File: src/rtl/digit2num.sv
// digit2num: packed BCD digits (one per byte) to unsigned binary by reverse double dabble.
// Defining DIGIT_CHECK_EN adds digit_err and rejects starts that carry a non-BCD digit.
module digit2num #(
    parameter int NUM_DIGITS = 4,
    parameter int BIN_WIDTH  = 28
) (
    input  logic                    clk,
    input  logic                    reset,
    input  logic [8*NUM_DIGITS-1:0] digits_in,
    input  logic                    conv_start,
    output logic                    conv_busy,
    output logic                    conv_done,
    output logic [BIN_WIDTH-1:0]    num_out
`ifdef DIGIT_CHECK_EN
    ,
    output logic                    digit_err
`endif
);
    localparam int W  = 4*NUM_DIGITS;
    localparam int CW = $clog2(W+1);
    typedef enum logic [1:0] {IDLE, CONV, DONE} state_t;
    state_t state, state_nx;
    logic [W-1:0] bcd, bin, bcd_load, bcd_sh, bcd_step;
    logic [CW-1:0] cnt;
    logic accept, bad;
    logic unused_hi;
    assign unused_hi = ^digits_in;
    assign accept = state == IDLE && conv_start;
    assign bcd_sh = {1'b0, bcd[W-1:1]};
    // Each nibble is corrected on its own after the shift; no carry crosses nibbles.
    for (genvar i = 0; i < NUM_DIGITS; i++) begin : g_nib
        assign bcd_load[4*i +: 4] = digits_in[8*i +: 4];
        assign bcd_step[4*i +: 4] = bcd_sh[4*i+3] ? bcd_sh[4*i +: 4] - 4'd3 : bcd_sh[4*i +: 4];
    end
`ifdef DIGIT_CHECK_EN
    logic [NUM_DIGITS-1:0] nib_bad;
    for (genvar i = 0; i < NUM_DIGITS; i++) begin : g_chk
        assign nib_bad[i] = digits_in[8*i +: 4] > 4'd9;
    end
    assign bad = |nib_bad;
`else
    assign bad = 1'b0;
`endif
    always_ff @(posedge clk) begin
        if (!reset) state <= IDLE;
        else        state <= state_nx;
    end
    always_comb begin
        state_nx = state == IDLE ? (accept ? (bad ? DONE : CONV) : IDLE) :
                   state == CONV ? (cnt == CW'(1) ? DONE : CONV) : IDLE;
    end
    always_comb begin
        conv_busy = state != IDLE;
    end
    always_ff @(posedge clk) begin
        if (!reset) begin
            bcd       <= '0;
            bin       <= '0;
            cnt       <= '0;
            conv_done <= 1'b0;
            num_out   <= '0;
        end else begin
            conv_done <= state == DONE;
            if (accept) begin
                bcd <= bcd_load;
                bin <= '0;
                cnt <= CW'(W);
            end else if (state == CONV) begin
                bcd <= bcd_step;
                bin <= {bcd[0], bin[W-1:1]};
                cnt <= cnt - CW'(1);
            end
            if (state == DONE) num_out <= BIN_WIDTH'(bin);
        end
    end
`ifdef DIGIT_CHECK_EN
    always_ff @(posedge clk) begin
        if (!reset)      digit_err <= 1'b0;
        else if (accept) digit_err <= bad;
    end
`endif
endmodule

File: config.mk
export PLATFORM = sky130hd
export DESIGN_NAME = digit2num
export DESIGN_NICKNAME = d
export VERILOG_FILES = /design/src/rtl/digit2num.sv
export SDC_FILE = /design/constraint.sdc
export NUM_CORES = 1
export LEC_CHECK = 0
export ABC_AREA = 1
export ABC_CLOCK_PERIOD_IN_PS = 1500
export CAP_MARGIN = 20
export CORE_MARGIN = 2
export CORE_UTILIZATION = 40
export DETAILED_ROUTE_END_ITERATION = 8
export GPL_ROUTABILITY_DRIVEN = 0
export PLACE_DENSITY = 0.73
export REMOVE_ABC_BUFFERS = 1
export SETUP_SLACK_MARGIN = 0.4
export SLEW_MARGIN = 20
export SYNTH_ARGS = -nofsm -noshare
export SYNTH_HDL_FRONTEND = slang
export SYNTH_SLANG_ARGS = --single-unit
File: constraint.sdc
create_clock -name clk -period 1.5 [get_ports clk]
set_clock_uncertainty 0.15 [all_clocks]
set_input_delay 0.3 -clock clk [delete_from_list [all_inputs] [get_ports clk]]
set_output_delay 0.3 -clock clk [all_outputs]
set_load 0.05 [all_outputs]
# After elaboration in Yosys (flattened, before gate mapping)
# Index checks and enable logic that the tools add are counted.
dict set report word_totals {
  input_bits 35
  regBits 56
}
dict set report op_classes {
  addsub 4
  bitwise_logic 1
  reduce_logical 5
  n_mux 11
  n_eq_ne 3
}
# operator n
set op_table {}
lappend op_table {{16-bit two-way mux} 2}
lappend op_table {{4-bit two-way mux} 3}
lappend op_table {{4-bit by 2-bit subtractor with 4-bit output, second input constant} 3}
lappend op_table {{5-bit two-way mux} 2}
lappend op_table {{2-bit two-way mux} 3}
lappend op_table {{5-bit by 1-bit equality test with 1-bit output, second input constant} 1}
lappend op_table {{5-bit by 1-bit subtractor with 5-bit output, second input constant} 1}
lappend op_table {{2-bit nonzero test} 2}
lappend op_table {{2-bit by 1-bit equality test with 1-bit output, second input constant} 1}
lappend op_table {{2-bit equality test, second input constant} 1}
lappend op_table {{2-bit zero test} 1}
lappend op_table {{2-bit OR reduction} 1}
lappend op_table {{1-bit logical AND} 1}
lappend op_table {{1-bit two-way mux} 1}
lappend op_table {{1-bit inverter} 1}

# Depth between registers and ports, before layout
dict set report logic_depth {
  ltp_word 4
  ltp_mapped 7
  mapped_depth_nobuf 7
}

# Least setup slack after synthesis
# OpenSTA, ideal clock, no wires.
dict set report synth_path {
  path_type {register to register}
  startpoint {register state[1]}
  endpoint {register bcd[0]}
  stages_incl_launch_ff 6
  arrival_ns 1.060
  path_slack_ns 0.180
  path_buffers 0
  path_cell_list {dfxtp_1 nor2_2 nand2_2 or2_2 nand3_1 nor2_1}
}
dict set report synth_between {
  elab_chain_cells 3
  word_cells_on_any_way 5
  cone_classes {1 x eq/ne; 1 x mux; 3 x reduce/logical}
}
# element line_no
set synth_rtl {}
lappend synth_rtl {{start: declaration} 22} ;# state_t state, state_nx;
lappend synth_rtl {{start signal: assignment} 46} ;# else state <= state_nx;
lappend synth_rtl {{2-bit zero test} 28} ;# assign accept = state == IDLE && conv_start;
lappend synth_rtl {{1-bit logical AND} 28}
lappend synth_rtl {{16-bit two-way mux or 2-bit nonzero test (tied branches)} -}
lappend synth_rtl {{end signal: assignment} 65} ;# bcd <= bcd_load;
lappend synth_rtl {{end signal: assignment} 69} ;# bcd <= bcd_step;
lappend synth_rtl {{end: declaration} 23} ;# logic [W-1:0] bcd, bin, bcd_load, bcd_sh, bcd_step;
# Several ways; a longest one is shown, not always the timed one.
# A chain may end at the register's enable or synchronous reset.

# Worst setup path after layout
dict set report layout_path {
  startpoint {register state[1]}
  endpoint {output port conv_busy}
}
dict set report layout_between {
  elab_chain_cells 1
}
# element line_no
set layout_rtl {}
lappend layout_rtl {{2-bit nonzero test} 53} ;# conv_busy = state != IDLE;
lappend layout_rtl {{end: declaration} 11} ;# output logic conv_busy,
# No other way between the ends.

==> key figures <==
Route
  – Via count: 2744
  – Post-route DRC: 0
  – DRT Wirelength: between 8000 and 9000 um
  – Vias per cell: 5.35
  – WL per Instance: 16.9 um
  – ANT nets after route: 0
  – Starting DRT DRC Count: 260
  – DRT Pass-1 Iters: 5

GRT
  – Antenna violations before repair: 0
  – Grt ovf: 0
  – Largest net degree at the start of global routing: 19
  – GRT Total Usage: 20.6%
  – Vias in the first global route: 2335
  – Wire length of the first global-routing pass: 10600 um

Synthesis
  – Post-synth ARST share: 0%
  – Synth top area cells: dfxtp_1 45%, nand2_1 14%, nor2_1 8.2%
  – Number of flops mapped to enable cells by yosys: 0
  – Yosys top cell by area: dfxtp_1
  – FF+latch count, synth: 56
  – Synthesized area: between 2000 and 2500 um2
  – Synth Area per Inst: just over 7 um2
  – Top_reg_cell synth: dfxtp_1
  – Distinct cells, synth: 26
  – Synth Warn #: 0
  – Top cell type's share of synthesized area: 45.3%
  – Mapped Cells: 351
  – Register area share after synthesis: 45.3%

Floorplan
  – Rows: 28
  – Die footprint: 6830 um2
  – Initial core utilization: 41.5%
  – Die height: 82.6 um
  – Ports: 65
  – Core Area: roughly 6000 um2
  – Die width: 82.6 um

STA
  – Tcrit/Tclk final: 103%
  – Max Fclk: 0.647 GHz
  – Max Slew Vio Count: 0
  – Setup-failing EPs final: 5
  – Final worst slack: -0.0445 ns
  – Fin. Hold Viols: 0
  – Fin crit period: roughly 1.5 ns
  – RSZ-0062 raised after global routing: true

Clocking
  – CTS root buffer: clkbuf_8
  – Clk buf depth: 2
  – Clock buffer count from CTS: 5
  – Htree depth: 2
  – Hold Buf Count CTS: 0
  – Clock sink count: 56
  – Clk_lat worst skew: 0.32 ns
  – CTS clock-pin slew for the worst setup and hold paths: 0.11 ns
  – CTS tree: yes

Layout
  – Footprint of the multi-input gates: 1540 um2
  – Fillers: 353
  – Final Instance Area: 4300 um2
  – Area grow syn2layout: 73.9%
  – Reg area: 1190 um2
  – Final Non-Filler Cells: 513
  – Ant diodes: 0
  – Final core utilization: 72.2%
  – Share of layout cells above drive strength 1: between 40 and 50%
  – # nets final: between 400 and 500

Power
  – Pleak: approximately 1.8 nW
  – Max VDD drop: 0.000491 V
  – Power density over the cells: 785 nW/um2

Critical path
  – Critical path class: register to output pin
  – CP Capture Type: output pin
  – Max FO, Critical Path: 2
  – Reg-to-Reg Start: state[0]$_SDFF_PN0_
  – Worst setup SP type: register
  – Worst R2R Setup Slack: -0.04 ns
  – Path depth of the worst reg2reg path: 10
  – Crit path DAT: 1.09 ns
  – Reg-to-Reg End: cnt[4]$_SDFFE_PN0P_
  – Data required time of the critical path: 1.05 ns

Place
  – Port bufs: 36
  – DP HPWL: approximately 3600 um
  – Placed cells: 468
  – Placed instance area: 3190 um2

Run status
  – Status: finished with violations
  – Failing checks: negative setup slack

Flow run
  – Maximum capacitance violations: 0

Min path
  – Hold_sp: bin[10]$_SDFFE_PP0P_
  – WHS Endpoint: bin[9]$_SDFFE_PP0P_
  – Hold crit path type: register to register
  – Hold path depth: 2
[routing by layer]
metal / GRT usage (%) / up-vias / share of wire [%] / wire (um)
met5: 0 / - / 0 / 0
met3: 3.91 / 22 / 6.7 / 578
li1: - / 1256 / - / -
met1: 24.0 / 1321 / 40 / 3470
met2: 36.7 / 145 / 51 / 4410
met4: 8.52 / 0 / 2.6 / 229
[critical path, stage by stage, from the launching register on]
cell and delay [ns]:
dfxtp_4 0.37, nor2_4 0.12, buf_6 0.12, inv_4 0.03
buf_12 0.13
[what timing repair did]
action,4_1_cts,5_1_grt
resized for setup,123,74
setup endpoints to repair,74,74
gates cloned,4,3
buffers inserted,10,20
pin swaps,6,23
endpoints found under the hold margin,0,0
[cell usage in the layout (no fill, tap or decap), drive strengths merged]
cell	count
nor3	1
conb	12
nand3	21
buf	72
o21bai	2
clkinvlp	2
or2	2
nand2	95
ha	5
a21oi	21
nor4	1
a31oi	3
o211ai	1
xnor2	1
nor2	56
clkinv	1
nand4	2
clkdlybuf4s50	16
clkbuf	8
o21ai	25
dfxtp	56
dlygate4sd2	2
inv	33
[through the flow]
stage | worst slack, ns | TNS [ns] | power, W | hold WS (ns)
2_1_floorplan | 0.0201 | 0 | 0.00194 | 0.248
3_3_place_gp | -0.180 | -5.83 | 0.00218 | 0.295
3_5_place_dp | -0.196 | -6.65 | 0.00219 | 0.301
4_1_cts | -0.00780 | -0.0108 | 0.00315 | 0.316
5_1_grt | -0.156 | -0.452 | 0.00349 | 0.364
6_report | -0.0445 | -0.108 | 0.00338 | 0.332
[final cells by class]
class | instances | area share [%]
clock inverters | 3 | 0.495
repair buffers | 93 | 28.9
well taps | 75 | 2.18
clock buffers | 5 | 1.60
multi-input cells | 248 | 35.7
flip-flops and latches | 56 | 27.7
inverters | 33 | 3.38
[cell usage after synthesis, types with 3 or more instances]
cell type,count
o21ai_0,24
buf_2,6
inv_1,31
nor2_1,54
buf_4,14
dfxtp_1,56
a31oi_1,3
ha_1,5
a21oi_1,21
clkbuf_1,5
nand2_1,93
nand3_1,21
[flip-flops by register name, indices dropped and copies added (netlist names)]
register   count
conv_done      1
state          2
cnt            5
bcd           16
bin           16
num_out       16
[kinds of logic (layout without fill, tap and decap cells)]
family                   after synthesis  count (layout)  synth area share [%]
adder cells (fa/ha/maj)                5               5                  2.53
AO/OA/AOI/OAI                         52              52                  11.1
flip-flops                            56              56                  45.3
buffers and inverters                 58             134                  11.2
other                                  1              12                 0.152
XOR/XNOR                               1               1                 0.354
AND/OR/NAND/NOR                      178             178                  29.3
[worst max-delay path by stage]
stage	from	endpoint	cells after the start
after floorplan	state[1]$_SDFF_PP0_	cnt[3]$_SDFFE_PP0P_	6
after global placement	conv_start	cnt[0]$_SDFFE_PP0P_	7
after detailed placement	conv_start	bcd[11]$_SDFFE_PN0P_	8
after CTS	state[0]$_SDFF_PN0_	conv_busy	4
after global routing	state[0]$_SDFF_PN0_	cnt[4]$_SDFFE_PN0P_	10
final	state[1]$_SDFF_PP0_	conv_busy	4
[report_power, final]
group / total [W] / switching, W / internal, W
logic: 0.000933 / 0.000510 / 0.000423
registers: 0.00158 / 0.0000640 / 0.00151
clock network: 0.000867 / 0.000534 / 0.000333
No activity file was read; power rests on OpenSTA's default activity.
